--- config.mk ---
export PLATFORM = sky130hd
export DESIGN_NAME = retry_inorder_end
export DESIGN_NICKNAME = d
export VERILOG_FILES = /design/src/rtl/retry_pkg.sv /design/src/rtl/retry_inorder_buffer.sv /design/src/rtl/retry_inorder_end.sv
export SDC_FILE = /design/constraint.sdc
export NUM_CORES = 1
export LEC_CHECK = 0
export CAP_MARGIN = 10
export CORE_ASPECT_RATIO = 1.5
export CORE_MARGIN = 5
export CORE_UTILIZATION = 35
export DETAILED_ROUTE_END_ITERATION = 8
export GPL_TIMING_DRIVEN = 0
export HOLD_SLACK_MARGIN = 0.03
export PLACE_DENSITY = 0.6
export SLEW_MARGIN = 20
export SYNTH_ARGS = -nofsm -noshare
export SYNTH_HDL_FRONTEND = slang
export SYNTH_HIERARCHICAL = 1
export SYNTH_SLANG_ARGS = --single-unit
--- constraint.sdc ---
create_clock -name clk_i -period 4.55 [get_ports clk_i]
set_input_delay 0.91 -clock clk_i [delete_from_list [all_inputs] [get_ports clk_i]]
set_output_delay 0.91 -clock clk_i [all_outputs]
set_load 0.1 [all_outputs]
--- src/rtl/retry_pkg.sv ---
// retry_pkg: shared types and helpers for the retry loop blocks
// (retry_start, time_DMR_end, retry_inorder_end).
package retry_pkg;

  // Upper bound on the ID width the helpers below can handle.
  localparam int MaxIdSize = 8;

  // Occupancy of one reorder-buffer slot.
  typedef enum logic {
    EMPTY = 1'b0,
    FULL  = 1'b1
  } entry_state_e;

  // Retry request carried from the terminating end back to retry_start.
  typedef struct packed {
    logic [MaxIdSize-1:0] id;
  } retry_req_t;

  // Wrapping increment of an ID living in a 2**id_size space.
  function automatic logic [MaxIdSize-1:0] id_inc(input logic [MaxIdSize-1:0] id,
                                                  input int unsigned           id_size);
    logic [MaxIdSize-1:0] mask;
    mask = MaxIdSize'((1 << id_size) - 1);
    return (id + 1'b1) & mask;
  endfunction

endpackage

--- src/rtl/retry_inorder_buffer.sv ---
// retry_inorder_buffer: reorder storage indexed by ID. One EMPTY/FULL flag and
// one data word per slot, a write port, a read port at an arbitrary pointer
// and a clear port. Reads are combinational so a slot written on one edge is
// visible on the read port right after that edge.
module retry_inorder_buffer
  import retry_pkg::*;
#(
  parameter int DataWidth = 16,
  parameter int IDSize    = 3
) (
  input  logic                 clk_i,
  input  logic                 rst_i,
  input  logic                 wr_en_i,
  input  logic [IDSize-1:0]    wr_id_i,
  input  logic [DataWidth-1:0] wr_data_i,
  output logic                 wr_full_o,
  input  logic [IDSize-1:0]    rd_id_i,
  output logic                 rd_full_o,
  output logic [DataWidth-1:0] rd_data_o,
  input  logic                 clr_en_i,
  input  logic [IDSize-1:0]    clr_id_i
);

  localparam int Depth = 1 << IDSize;

  entry_state_e         r_state [Depth];
  logic [DataWidth-1:0] r_mem   [Depth];
  logic [Depth-1:0]     w_set;
  logic [Depth-1:0]     w_clr;

  // One-hot decode of the write and clear addresses.
  for (genvar gi = 0; gi < Depth; gi++) begin : g_dec
    assign w_set[gi] = wr_en_i  && (wr_id_i  == IDSize'(gi));
    assign w_clr[gi] = clr_en_i && (clr_id_i == IDSize'(gi));
  end

  // Slot occupancy. The top only writes EMPTY slots and only clears FULL ones,
  // so set and clear never hit the same slot in one cycle.
  always_ff @(posedge clk_i) begin
    if (rst_i) begin
      for (int i = 0; i < Depth; i++) r_state[i] <= EMPTY;
    end else begin
      for (int i = 0; i < Depth; i++) begin
        if (w_set[i])      r_state[i] <= FULL;
        else if (w_clr[i]) r_state[i] <= EMPTY;
      end
    end
  end

  // Payload storage; contents are don't-care while a slot is EMPTY.
  always_ff @(posedge clk_i) begin
    if (wr_en_i) r_mem[wr_id_i] <= wr_data_i;
  end

  assign wr_full_o = (r_state[wr_id_i] == FULL);
  assign rd_full_o = (r_state[rd_id_i] == FULL);
  assign rd_data_o = r_mem[rd_id_i];

endmodule

--- src/rtl/retry_inorder_end.sv ---
// retry_inorder_end: terminating end of the retry loop. Failed beats turn into
// retry requests, good beats are parked by ID and released strictly in ID
// order, so re-issued beats slot back into their original position.
// Optional macro RETRY_INORDER_STATS_EN adds saturating retry/duplicate counters.
module retry_inorder_end
  import retry_pkg::*;
#(
  parameter int DataWidth = 16,
  parameter int IDSize    = 3
) (
  input  logic                 clk_i,
  input  logic                 rst_i,
  input  logic [DataWidth-1:0] data_i,
  input  logic [IDSize-1:0]    id_i,
  input  logic                 needs_retry_i,
  input  logic                 valid_i,
  output logic                 ready_o,
  output logic [DataWidth-1:0] data_o,
  output logic                 valid_o,
  input  logic                 ready_i,
  output logic [IDSize-1:0]    retry_id_o,
  output logic                 retry_valid_o,
  input  logic                 retry_ready_i
`ifdef RETRY_INORDER_STATS_EN
  ,
  output logic [31:0]          retry_count_o,
  output logic [31:0]          dup_count_o
`endif
);

  logic [IDSize-1:0] r_expect;
  logic [IDSize-1:0] r_retry_id;
  logic              r_retry_valid;

  logic              w_in_fire;
  logic              w_bad_beat;
  logic              w_good_beat;
  logic              w_wr_full;
  logic              w_wr_en;
  logic              w_dup;
  logic              w_rd_full;
  logic              w_out_fire;
  logic              w_retry_fire;
  logic [IDSize-1:0] w_expect_next;

  // Only an unaccepted retry request holds off upstream.
  assign ready_o      = !(r_retry_valid && !retry_ready_i);
  assign w_in_fire    = valid_i && ready_o;
  assign w_bad_beat   = w_in_fire && needs_retry_i;
  assign w_good_beat  = w_in_fire && !needs_retry_i;
  // A good beat landing on an occupied slot (including the one being read
  // out this cycle) is a duplicate; the stored copy wins.
  assign w_wr_en      = w_good_beat && !w_wr_full;
  assign w_dup        = w_good_beat && w_wr_full;
  assign w_retry_fire = r_retry_valid && retry_ready_i;

  assign valid_o       = w_rd_full;
  assign w_out_fire    = w_rd_full && ready_i;
  assign w_expect_next = IDSize'(id_inc(MaxIdSize'(r_expect), IDSize));

  assign retry_valid_o = r_retry_valid;
  assign retry_id_o    = r_retry_id;

  retry_inorder_buffer #(
    .DataWidth (DataWidth),
    .IDSize    (IDSize)
  ) u_buffer (
    .clk_i     (clk_i),
    .rst_i     (rst_i),
    .wr_en_i   (w_wr_en),
    .wr_id_i   (id_i),
    .wr_data_i (data_i),
    .wr_full_o (w_wr_full),
    .rd_id_i   (r_expect),
    .rd_full_o (w_rd_full),
    .rd_data_o (data_o),
    .clr_en_i  (w_out_fire),
    .clr_id_i  (r_expect)
  );

  // Read pointer: advance (with wrap) each time the consumer takes a beat.
  always_ff @(posedge clk_i) begin
    if (rst_i)           r_expect <= '0;
    else if (w_out_fire) r_expect <= w_expect_next;
  end

  // Retry request register: a newly accepted failing beat takes precedence
  // over clearing on handshake, so back-to-back failures are not lost.
  always_ff @(posedge clk_i) begin
    if (rst_i) begin
      r_retry_valid <= 1'b0;
      r_retry_id    <= '0;
    end else if (w_bad_beat) begin
      r_retry_valid <= 1'b1;
      r_retry_id    <= id_i;
    end else if (w_retry_fire) begin
      r_retry_valid <= 1'b0;
    end
  end

`ifdef RETRY_INORDER_STATS_EN
  logic [31:0] r_retry_count;
  logic [31:0] r_dup_count;

  // Saturating event counters for failed beats and dropped duplicates.
  always_ff @(posedge clk_i) begin
    if (rst_i) begin
      r_retry_count <= '0;
      r_dup_count   <= '0;
    end else begin
      if (w_bad_beat && (r_retry_count != '1)) r_retry_count <= r_retry_count + 32'd1;
      if (w_dup && (r_dup_count != '1))        r_dup_count   <= r_dup_count + 32'd1;
    end
  end

  assign retry_count_o = r_retry_count;
  assign dup_count_o   = r_dup_count;
`endif

endmodule
# Yosys cells after proc, flatten, opt, wreduce, memory -nomap -nowiden
# Memory sizes are Yosys's and may differ from the RTL's. A register that Yosys moved wholly into a read port is not among the register bits.
# Cells that the tools add are included.
# totals
mem_count,2
inputBits,25
ram_bits,136
wordCells,148
output_inout_bits,22
ff_bits,7
# memory_table
name,depth,word_bits,read_ports,rd_ports_with_merged_regs,wr,line_no,rtl
u_buffer.r_mem,8,16,1,1,1,retry_inorder_buffer.sv:27,logic [DataWidth-1:0] r_mem [Depth];
u_buffer.r_state,8,1,2,1,8,retry_inorder_buffer.sv:26,entry_state_e r_state [Depth];
# classes
addsub,1
reduce_logical,30
n_bitwise,16
mux,82
n_eq_ne,14
# ops
cell,n
1-bit 2-to-1 mux,78
3-bit == test (second input constant),8
1-bit logical AND,23
1-bit OR,16
3-bit by 2-bit == test with 1-bit output (second input constant),4
3-bit 2-to-1 mux,4
3-bit by 1-bit == test with 1-bit output (second input constant),2
3-bit zero test,2
1-bit zero test,4
3-bit by 1-bit adder with 3-bit output (second input constant),1
2-bit nonzero test,1

# Logic depth before layout (Yosys ltp)
# Gate-level depths: netlist of the first run.
# depth
ltp_word,12
depth_mapped,8
ltp_nobuf,6

# Modules after synthesis
# Netlist of the first run, hierarchy kept.
# modules_own_cells
mod,seq_area_each_um2,area_per_inst_um2,n_inst,cells_each
retry_inorder_buffer,4083.9,5532.8,1,239
retry_inorder_end,140.1,322.8,1,34

# Least setup slack after synthesis of the first run
# Ideal clock, no wire load.
# synth_timing
path_kind,input -> register
start,input id_i[0]
end,memory u_buffer/r_state[0] (netlist name) (enable)
path_stages,6
path_buffers,1
slack_ns,-0.275
required_ns,4.251
t_arrival_ns,4.526
cell_sequence,clkbuf_1 mux4_2 mux2_2 nor3_1 nor4b_1 or3_1
# synth_lines
item,line_no,rtl
"start, declared",retry_inorder_end.sv:14,"input logic [IDSize-1:0] id_i,"
"end, declared",retry_inorder_buffer.sv:26,

==> results.md, run 1 <==
- Yosys reg bits: 143
- Hold buffer count at CTS: 0
- Wirelength per Cell: 20.0 um
- Leakage power: 0.00254 uW
- Initial Util: 35.2%
- DR pass1 iterations: 4
- Largest net degree at the start of global routing: 19
- Hold crit path type: reg2reg
- Worst setup margin: 143 ps
- Worst-Margin Slew: 988 ps
- Final TNS setup: 0 ps
- Core ar.: 16600 um2
- Chip Width: 116 um
- Synth warn: 6
- WL met1: 4.60 mm
- Clock share of power: 47.9%
- Area delta synth->final: 27.8%
- Number of synthesized flops with an enable pin: 136
- Layout Nets: 376
- Critical Path RT: 3640 ps
- Int Pwr: 2630 uW
- Highest metal used: met4
- Routed Antenna Nets: 0
- Most frequent cells in the layout: 136 x edfxtp_1, 37 x clkdlybuf4s50_1, 24 x mux4_1
- RSZ-0062 raised after global routing: no
- Cells after DPL: 536
- Crit path max fanout: 11
- First-pass GRT wire length: 17.8 mm
- Total track usage: 12.5%
- Crit end category: output port
- Die height: 168 um
- Commonest non-fill, non-tap cell in the layout: edfxtp_1
- CTS Buf Count: 17
- Sw frac: 20.3%
- Peak VDD IR: 0.269 mV
- GRT overflow: 0
- Worst Skew: 9.06 ps
- Register Area: 4220 um2
- Met3 routed WL: 486 um
- Worst-path clk slew: 60 ps
- Logic pwr share: 7.6%
- Row count: 58
- Final Hold Vio Count: 0
- FILL cells: 1408
- Critical Setup Path Class: reg2out
- Yosys cell types: 32
- Multi-input logic area: 1590 um2
- Share of layout cells above drive strength 1: 24.8%
- Top FF cell, synth: edfxtp_1
- Detailed-route DRC error count: 0
- Synth Net Count: 299
- Max-slew violation count: 0
- Vias in the first global route: 3062
- Setup slack at placement: -431 ps
- Non-filler instance count after layout: 573
- Data arrival, critical path: 3500 ps
- Gpl congestion: 0.710
- Worst skew pair latency: 410 ps
- Fmax: 0.227 GHz
- Crit start category: flop
- Status: complete, no violations
- Clock Path Buffers: 2
- Htree depth: 4
- Sequential fraction of the synthesis area: 72.1%
- Mapped Cells: 273
- Synth Cell Area: 5860 um2
- Synthesized area per cell: 21.4 um2
- Final period util: 96.9%
- Ports: 47
- CTS tree: yes
- Vias per cell: 5.02
- Pwr/cell area: 441 nW/um2
- Design area: 7480 um2
- Tmin final: 4410 ps
- Sw Pwr: 669 uW
- # diodes: 0
- Final setup violating endpoints: 0
- DR WL met2: 6.26 mm
- Post-synth ARST share: 0%
- Die area: 19500 um2
- Relative slew slack: 33.9%
- Initial antenna violation count: 0
- Routed wire length: 11.5 mm
- Root Driver: clkbuf_16
- Via count: 2879
- Sequential share of power: 44.5%
- Final core utilization: 45.0%
- Initial DRC count: 107
- Sink Count: 143
- Placed cell areas: 6710 um2
- Hpwl dp: 7.54 mm
- Max cap viols: 0
- Port Buffers: 46
==> registers in the layout, summed over array words and instances, names as in the netlist <==
name and count:
u_buffer/r_mem 128, r_expect 3, retry_valid_o 1, retry_id_o 3, u_buffer/r_state 8
==> critical path, stage by stage, from the launching register on <==
cell and delay (ps):
dfxtp_1 520, clkbuf_2 270, clkbuf_1 600, mux4_2 400
mux2_2 300, clkdlybuf4s50_1 980
==> worst paths after layout <==
kind	slack, ps	to	startpoint	cells past startpoint
setup / recovery	140	data_o[14]	r_expect[2]	5
setup reg to reg	1350	u_buffer/r_state[6]	r_expect[2]	8
hold reg to reg	480	retry_id_o[0]	retry_id_o[0]	2
hold / removal	480	retry_id_o[0]	retry_id_o[0]	2
==> layout make-up <==
type,instances,share of cell area [%]
timing repair buffer,58,7.96
clock inverter,10,2.76
inverter,3,0.251
clock buffer,22,6.47
buffer,15,1.27
multi-input combinational,112,21.3
sequential,143,56.5
tap,210,3.51
==> synthesized netlist by cell type (2+ instances only) <==
library cell	number	area share, %
buf_6	4	0.77
mux4_1	24	11
nand2b_1	6	0.64
mux2i_1	3	0.51
nand3_1	2	0.17
mux4_2	12	4.6
a21oi_1	4	0.34
mux2_2	18	3.5
and4b_1	5	0.85
nand2_1	4	0.26
clkbuf_1	9	0.58
nor2_1	3	0.19
inv_1	3	0.19
xor2_1	2	0.30
nor4bb_1	5	0.85
nor4b_1	2	0.30
or3_1	6	0.64
edfxtp_1	136	70
dfxtp_1	7	2.4
nor2b_1	6	0.64
==> layer usage <==
layer  track usage (%)  vias up
met5                 0        -
met4              4.24        0
met3              2.98       11
met2              21.8       61
met1              15.1     1491
li1                  -     1316
==> stage by stage <==
| step | hold WS [ps] | total power, uW |
|---|---|---|
| after global routing | 513 | 3410 |
| after global placement | 463 | 1740 |
| after floorplan | 552 | 1660 |
| final | 476 | 3300 |
| after CTS | 478 | 3330 |
| after detailed placement | 465 | 1750 |
==> power by group through the flow <==
| stage | combinational, uW | sequential, uW | clock, uW |
|---|---|---|---|
| global route | 266 | 1470 | 1670 |
| global placement | 247 | 1490 | 0 |
| finish | 252 | 1470 | 1580 |
| CTS | 256 | 1470 | 1610 |
| detailed placement | 255 | 1500 | 0 |
| floorplan | 156 | 1510 | 0 |
==> kinds of logic after synthesis <==
| family | synth area share [%] |
|---|---|
| xor gates and xnor gates | 0.299 |
| muxes | 19.4 |
| buffers and inverters | 1.71 |
| and+or+nand+nor | 5.62 |
| DFF | 72.1 |
| AOI/OAI and AO/OA | 0.662 |
| adders and majority gates | 0.214 |
==> what timing repair did <==
item,4_1_cts,5_1_grt
setup endpoints to repair,1,55
cloned,0,0
pin swaps,0,2
gates resized for setup,1,13
setup buffers,0,5
Note: power is estimated with default switching activity, not from simulation.
==> run 2: changes to the inputs <==
- CORE_UTILIZATION: 35 -> 52
- GPL_ROUTABILITY_DRIVEN: unset -> 0
- PLACE_DENSITY: 0.6 -> 0.81
==> run 2 against run 1 <==
Effect of this change:
- cell count shrank 12%
- worst setup slack gained 4.0 ps
- cell area shrank 3.8%
- critical endpoint is now valid_o
- largest power group is now sequential cells
==> results.md, run 2 (synthesis gave the netlist of run 1 again) <==
- Worst-Margin Slew: 1090 ps
- Design area: 7200 um2
- Worst path buffer plus inverter count: 3
- Worst r2r src: r_expect[2]
- Initial DRC count: 231
- Wirelength per Cell: 22.5 um
- Sw frac: 23.0%
- Routed wire length: 11.4 mm
- Final TNS setup: 0 ps
- Worst Skew: 12.9 ps
- Die area: 13500 um2
- Biggest register: u_buffer/r_mem
- Hold wc startpoint: retry_id_o[1]
- Hold crit path type: reg2reg
- Routed Antenna Nets: 0
- Critical Setup Path Class: reg2out
- Placed cell areas: 6620 um2
- Initial Util: 53.0%
- Setup slack, reg-to-reg: 1400 ps
- Htree depth: 4
- Largest registers: u_buffer/r_mem: 128 flops, u_buffer/r_state: 8 flops
- CTS Buf Count: 17
- CP max stage cell: clkdlybuf4s50_1
- Status: complete, no violations
- DR pass1 iterations: 4
- Vias in the first global route: 3115
- Hold buffer count at CTS: 0
- Total track usage: 18.0%
- Detailed-route DRC error count: 0
- Worst skew pair latency: 420 ps
- Crit-path max cell delay: 980 ps
- Max-slew violation count: 0
- Critical path's top delay family: buffers and inverters
- Relative slew slack: 27.3%
- Final core utilization: 65.1%
- Max cap viols: 0
- Largest register FFs: 128
- Share of layout cells above drive strength 1: 23.2%
- Data arrival, critical path: 3490 ps
- Pwr/cell area: 423 nW/um2
- Clock share of power: 43.6%
- Vias per cell: 5.85
- Worst Reg-to-Reg Cells: 8
- Clock Path Buffers: 2
- CTS tree: yes
- Int Pwr: 2350 uW
- GRT overflow: 0
- Tmin final: 4400 ps
- RSZ-0062 raised after global routing: no
- Ports: 47
- Hpwl dp: 6.93 mm
- Layout Nets: 370
- Row count: 47
- Crit start category: flop
- Sink Count: 143
- Worst-path clk slew: 60 ps
- Commonest non-fill, non-tap cell in the layout: edfxtp_1
- Hold Path End: retry_id_o[1]
- Largest net degree at the start of global routing: 19
- Final period util: 96.8%
- Logic pwr share: 8.2%
- Initial antenna violation count: 0
- Sw Pwr: 701 uW
- Crit end category: output port
- Final Hold Vio Count: 0
- Core ar.: 11100 um2
- Port Buffers: 46
- Final setup violating endpoints: 0
- Crit path max fanout: 11
- Sequential share of power: 48.2%
- Critical Path RT: 3640 ps
- Peak VDD IR: 0.296 mV
- Area delta synth->final: 22.9%
- Chip Width: 96.6 um
- Hold depth: 2
- Leakage power: 0.00238 uW
- RR Endpoint: u_buffer/r_state[0]
- Critical path cell sequence: clkbuf_2 -> clkbuf_1 -> mux4_2 -> mux2_2 -> clkdlybuf4s50_1
- # diodes: 0
- First-pass GRT wire length: 18.0 mm
- Most frequent cells in the layout: 136 x edfxtp_1, 46 x clkdlybuf4s50_1, 24 x mux4_1
- Root Driver: clkbuf_16
- Fmax: 0.227 GHz
- Via count: 2950
- Die height: 140 um
==> run 2: changes by cell type in the layout (fill, tap and decap cells not counted), moves of 2 or more <==
cell | previous run | this run
dlymetal6s2s_1 | 9 | 0
clkdlybuf4s50_1 | 37 | 46
bufinv_16 | 6 | 2
inv_1 | 1 | 3
buf_6 | 10 | 8
clkbuf_8 | 4 | 0
buf_4 | 6 | 2
clkinv_2 | 2 | 6
==> run 2: how the worst max path moves through the flow <==
stage	cells after the start	end	from
global route	5	valid_o	r_expect[2]
finish	5	valid_o	r_expect[2]
CTS	8	u_buffer/r_state[0]	id_i[0]
detailed placement	7	u_buffer/r_state[5]	id_i[0]
floorplan	6	u_buffer/r_state[4]	id_i[0]
global placement	7	u_buffer/r_state[1]	id_i[0]
==> run 2: what timing repair did <==
item | in CTS | in global routing
resized for setup | 1 | 1
setup buffers | 0 | 0
setup endpoints to repair | 1 | 87
==> run 2: tightest hold or removal path: cells and delay by family, from the launching register on <==
family           cells  cell delay (ps)
flip-flops           1              310
AND/OR/NAND/NOR      1               60
multiplexers         1               60
==> run 2: power by group through the flow <==
| stage | clock, uW | sequential [uW] | combinational (uW) |
|---|---|---|---|
| after floorplan | 0 | 1510 | 156 |
| after global placement | 0 | 1490 | 242 |
| after detailed placement | 0 | 1500 | 251 |
| after CTS | 1350 | 1470 | 253 |
| after global routing | 1410 | 1470 | 263 |
| final | 1330 | 1470 | 251 |
==> run 2: metrics by stage <==
step                total power, uW  setup WS [ps]  hold WS, ps  std cells
finish                         3050            147          480        504
global route                   3140           19.6          511        504
floorplan                      1660            358          552        273
CTS                            3070           35.2          485        504
global placement               1740          -1220          464        466
detailed placement             1750           -455          471        472
==> run 2: layout make-up <==
class / instances / area, um2
Inverter: 3 / 11.3
Timing Repair Buffer: 52 / 520
Fill cell: 756 / 3860
Multi-Input combinational cell: 112 / 1600
Clock buffer: 17 / 425
Sequential cell: 143 / 4220
Buffer: 15 / 88.8
Tap cell: 147 / 184
Clock inverter: 15 / 146
==> run 2: layer usage <==
metal | vias up | wire length, um | global-route usage [%]
met2 | 108 | 6110 | 30.3
met3 | 8 | 561 | 4.83
met1 | 1523 | 4570 | 22.4
met5 | - | 0 | 0
met4 | 0 | 123 | 6.88
li1 | 1311 | - | -
==> run 3: changes to the inputs <==
- SETUP_SLACK_MARGIN: unset -> 0.02
- SKIP_LAST_GASP: unset -> 1
==> run 3 against run 2 <==
Effect of this change:
- flip-flop and latch count unchanged
- combinational power about the same
- cell count is the same
- sequential share of layout area is essentially flat
- critical endpoint is now data_o[15]
- cell area barely moved
- clock skew is 5.4 ps lower
- register-to-register slack about the same
- die area unchanged
- critical path type unchanged
- sequential power barely moved
- critical path depth unchanged
==> results.md, run 3 (synthesis gave the netlist of run 1 again) <==
- Status: complete, no violations
- Htree depth: 4
- Sink Count: 143
- First-pass GRT wire length: 18.0 mm
- Initial DRC count: 233
- Worst setup endpoint: data_o[15]
- RSZ-0062 raised after global routing: no
- Hold_ws: 480 ps
- Clock Path Buffers: 2
- DR pass1 iterations: 5
- Crit path max fanout: 11
- CTS tree: yes
- Final setup violating endpoints: 0
- Critical Path RT: 3640 ps
- Placed cell areas: 6620 um2
- Hpwl dp: 6.93 mm
- Worst setup margin: 168 ps
- Biggest register: u_buffer/r_mem
- Layout Nets: 370
- Die area: 13500 um2
- CTS Buf Count: 17
- Core ar.: 11100 um2
- Crit-path max cell delay: 970 ps
- Worst-path clk slew: 60 ps
- Total track usage: 18.0%
- Critical path's top delay family: buffers and inverters
- Non-filler instance count after layout: 504
- Largest registers: u_buffer/r_mem: 128 flops, u_buffer/r_state: 8 flops
- WP depth: 5
- FILL cells: 758
- Relative slew slack: 29.2%
- Worst-Margin Slew: 1060 ps
- Chip Width: 96.6 um
- Vias per cell: 5.85
- Hold crit path type: reg2reg
- Worst Reg-to-Reg Cells: 8
- Commonest non-fill, non-tap cell in the layout: edfxtp_1
- Crit end category: output port
- Wirelength per Cell: 22.6 um
- Worst Skew: 7.52 ps
- Die height: 140 um
- Ports: 47
- Worst r2r src: r_expect[2]
- Pwr/cell area: 423 nW/um2
- Total setup buffers inserted after CTS: 0
- Initial Util: 53.0%
- Peak VDD IR: 0.300 mV
- # diodes: 0
- Critical Setup Path Class: reg2out
- Tmin final: 4380 ps
- Final Hold Vio Count: 0
- CP max stage cell: clkdlybuf4s50_1
- Vias in the first global route: 3115
- Worst path buffer plus inverter count: 3
- Leakage power: 0.00239 uW
- Largest net degree at the start of global routing: 19
- Setup slack, reg-to-reg: 1410 ps
- Largest register FFs: 128
- Data arrival, critical path: 3470 ps
- Setup slack at placement: -455 ps
- Crit start category: flop
- Most frequent cells in the layout: 136 x edfxtp_1, 45 x clkdlybuf4s50_1, 24 x mux4_1
- GRT overflow: 0
- Worst skew pair latency: 420 ps
- RR Endpoint: u_buffer/r_state[0]
- Design area: 7200 um2
- Root Driver: clkbuf_16
- Detailed-route DRC error count: 0
- Final period util: 96.3%
- Routed Antenna Nets: 0
- Initial antenna violation count: 0
- Cells after DPL: 472
- Crit path launch: r_expect[2]
- Routed wire length: 11.4 mm
- Row count: 47
- Area delta synth->final: 23.0%
- Max-slew violation count: 0
- Via count: 2946
- Max cap viols: 0
- Share of layout cells above drive strength 1: 23.2%
- Fmax: 0.228 GHz
- Critical path cell sequence: clkbuf_2 -> clkbuf_1 -> mux4_2 -> mux2_2 -> clkdlybuf4s50_1
- Port Buffers: 46
-- run 3: power by group --
part,internal [uW],switching (uW),total [uW]
Sequential,1460,8.94,1470
Clock,802,528,1330
Combinational,85.8,165,251
Total,2350,702,3050
-- run 3: metrics by stage --
step / TNS [ps] / power (uW) / util (%)
after detailed placement: -26480 / 1750 / 59.9
after global routing: 0 / 3140 / 65.1
after floorplan: 0 / 1660 / -
final: 0 / 3050 / 65.1
after CTS: 0 / 3070 / 65.1
after global placement: -74640 / 1740 / 59.0
-- run 3: worst min-delay path by stage --
| stage | from | endpoint | cells past startpoint |
|---|---|---|---|
| floorplan | r_expect[1] | r_expect[1] | 2 |
| global placement | retry_id_o[1] | retry_id_o[1] | 2 |
| detailed placement | retry_id_o[0] | retry_id_o[0] | 2 |
| CTS | retry_id_o[0] | retry_id_o[0] | 2 |
| global route | retry_id_o[0] | retry_id_o[0] | 2 |
| finish | retry_id_o[1] | retry_id_o[1] | 2 |
-- run 3: final cells by class --
type                            count  area (um2)  share of cell area [%]
Sequential cell                   143        4220                    58.7
Clock buffer                       17         425                    5.91
Buffer                             15        88.8                    1.23
Tap cell                          147         184                    2.55
Timing Repair Buffer               52         523                    7.26
Inverter                            3        11.3                   0.156
Clock inverter                     15         146                    2.03
Multi-Input combinational cell    112        1600                    22.2
-- run 3: routing by layer --
layer	track usage (%)	routed length (um)
met5	0	0
met4	6.88	165
met3	4.83	558
met2	30.3	6060
met1	22.4	4590
-- run 3: worst reg2reg max path, cell delays in order, from the launching register on --
cell and delay, ps:
dfxtp_1 530, clkbuf_2 270, clkbuf_1 570, mux4_2 410
mux2_2 320, nand2_1 130, inv_1 130, nor4b_1 170
or3_1 380
-- run 3: repair_timing --
action,in CTS,in global routing
resized for setup,1,2
setup endpoints to repair,1,93
hold buffers,0,0
gates cloned,0,0
pin swaps,0,0
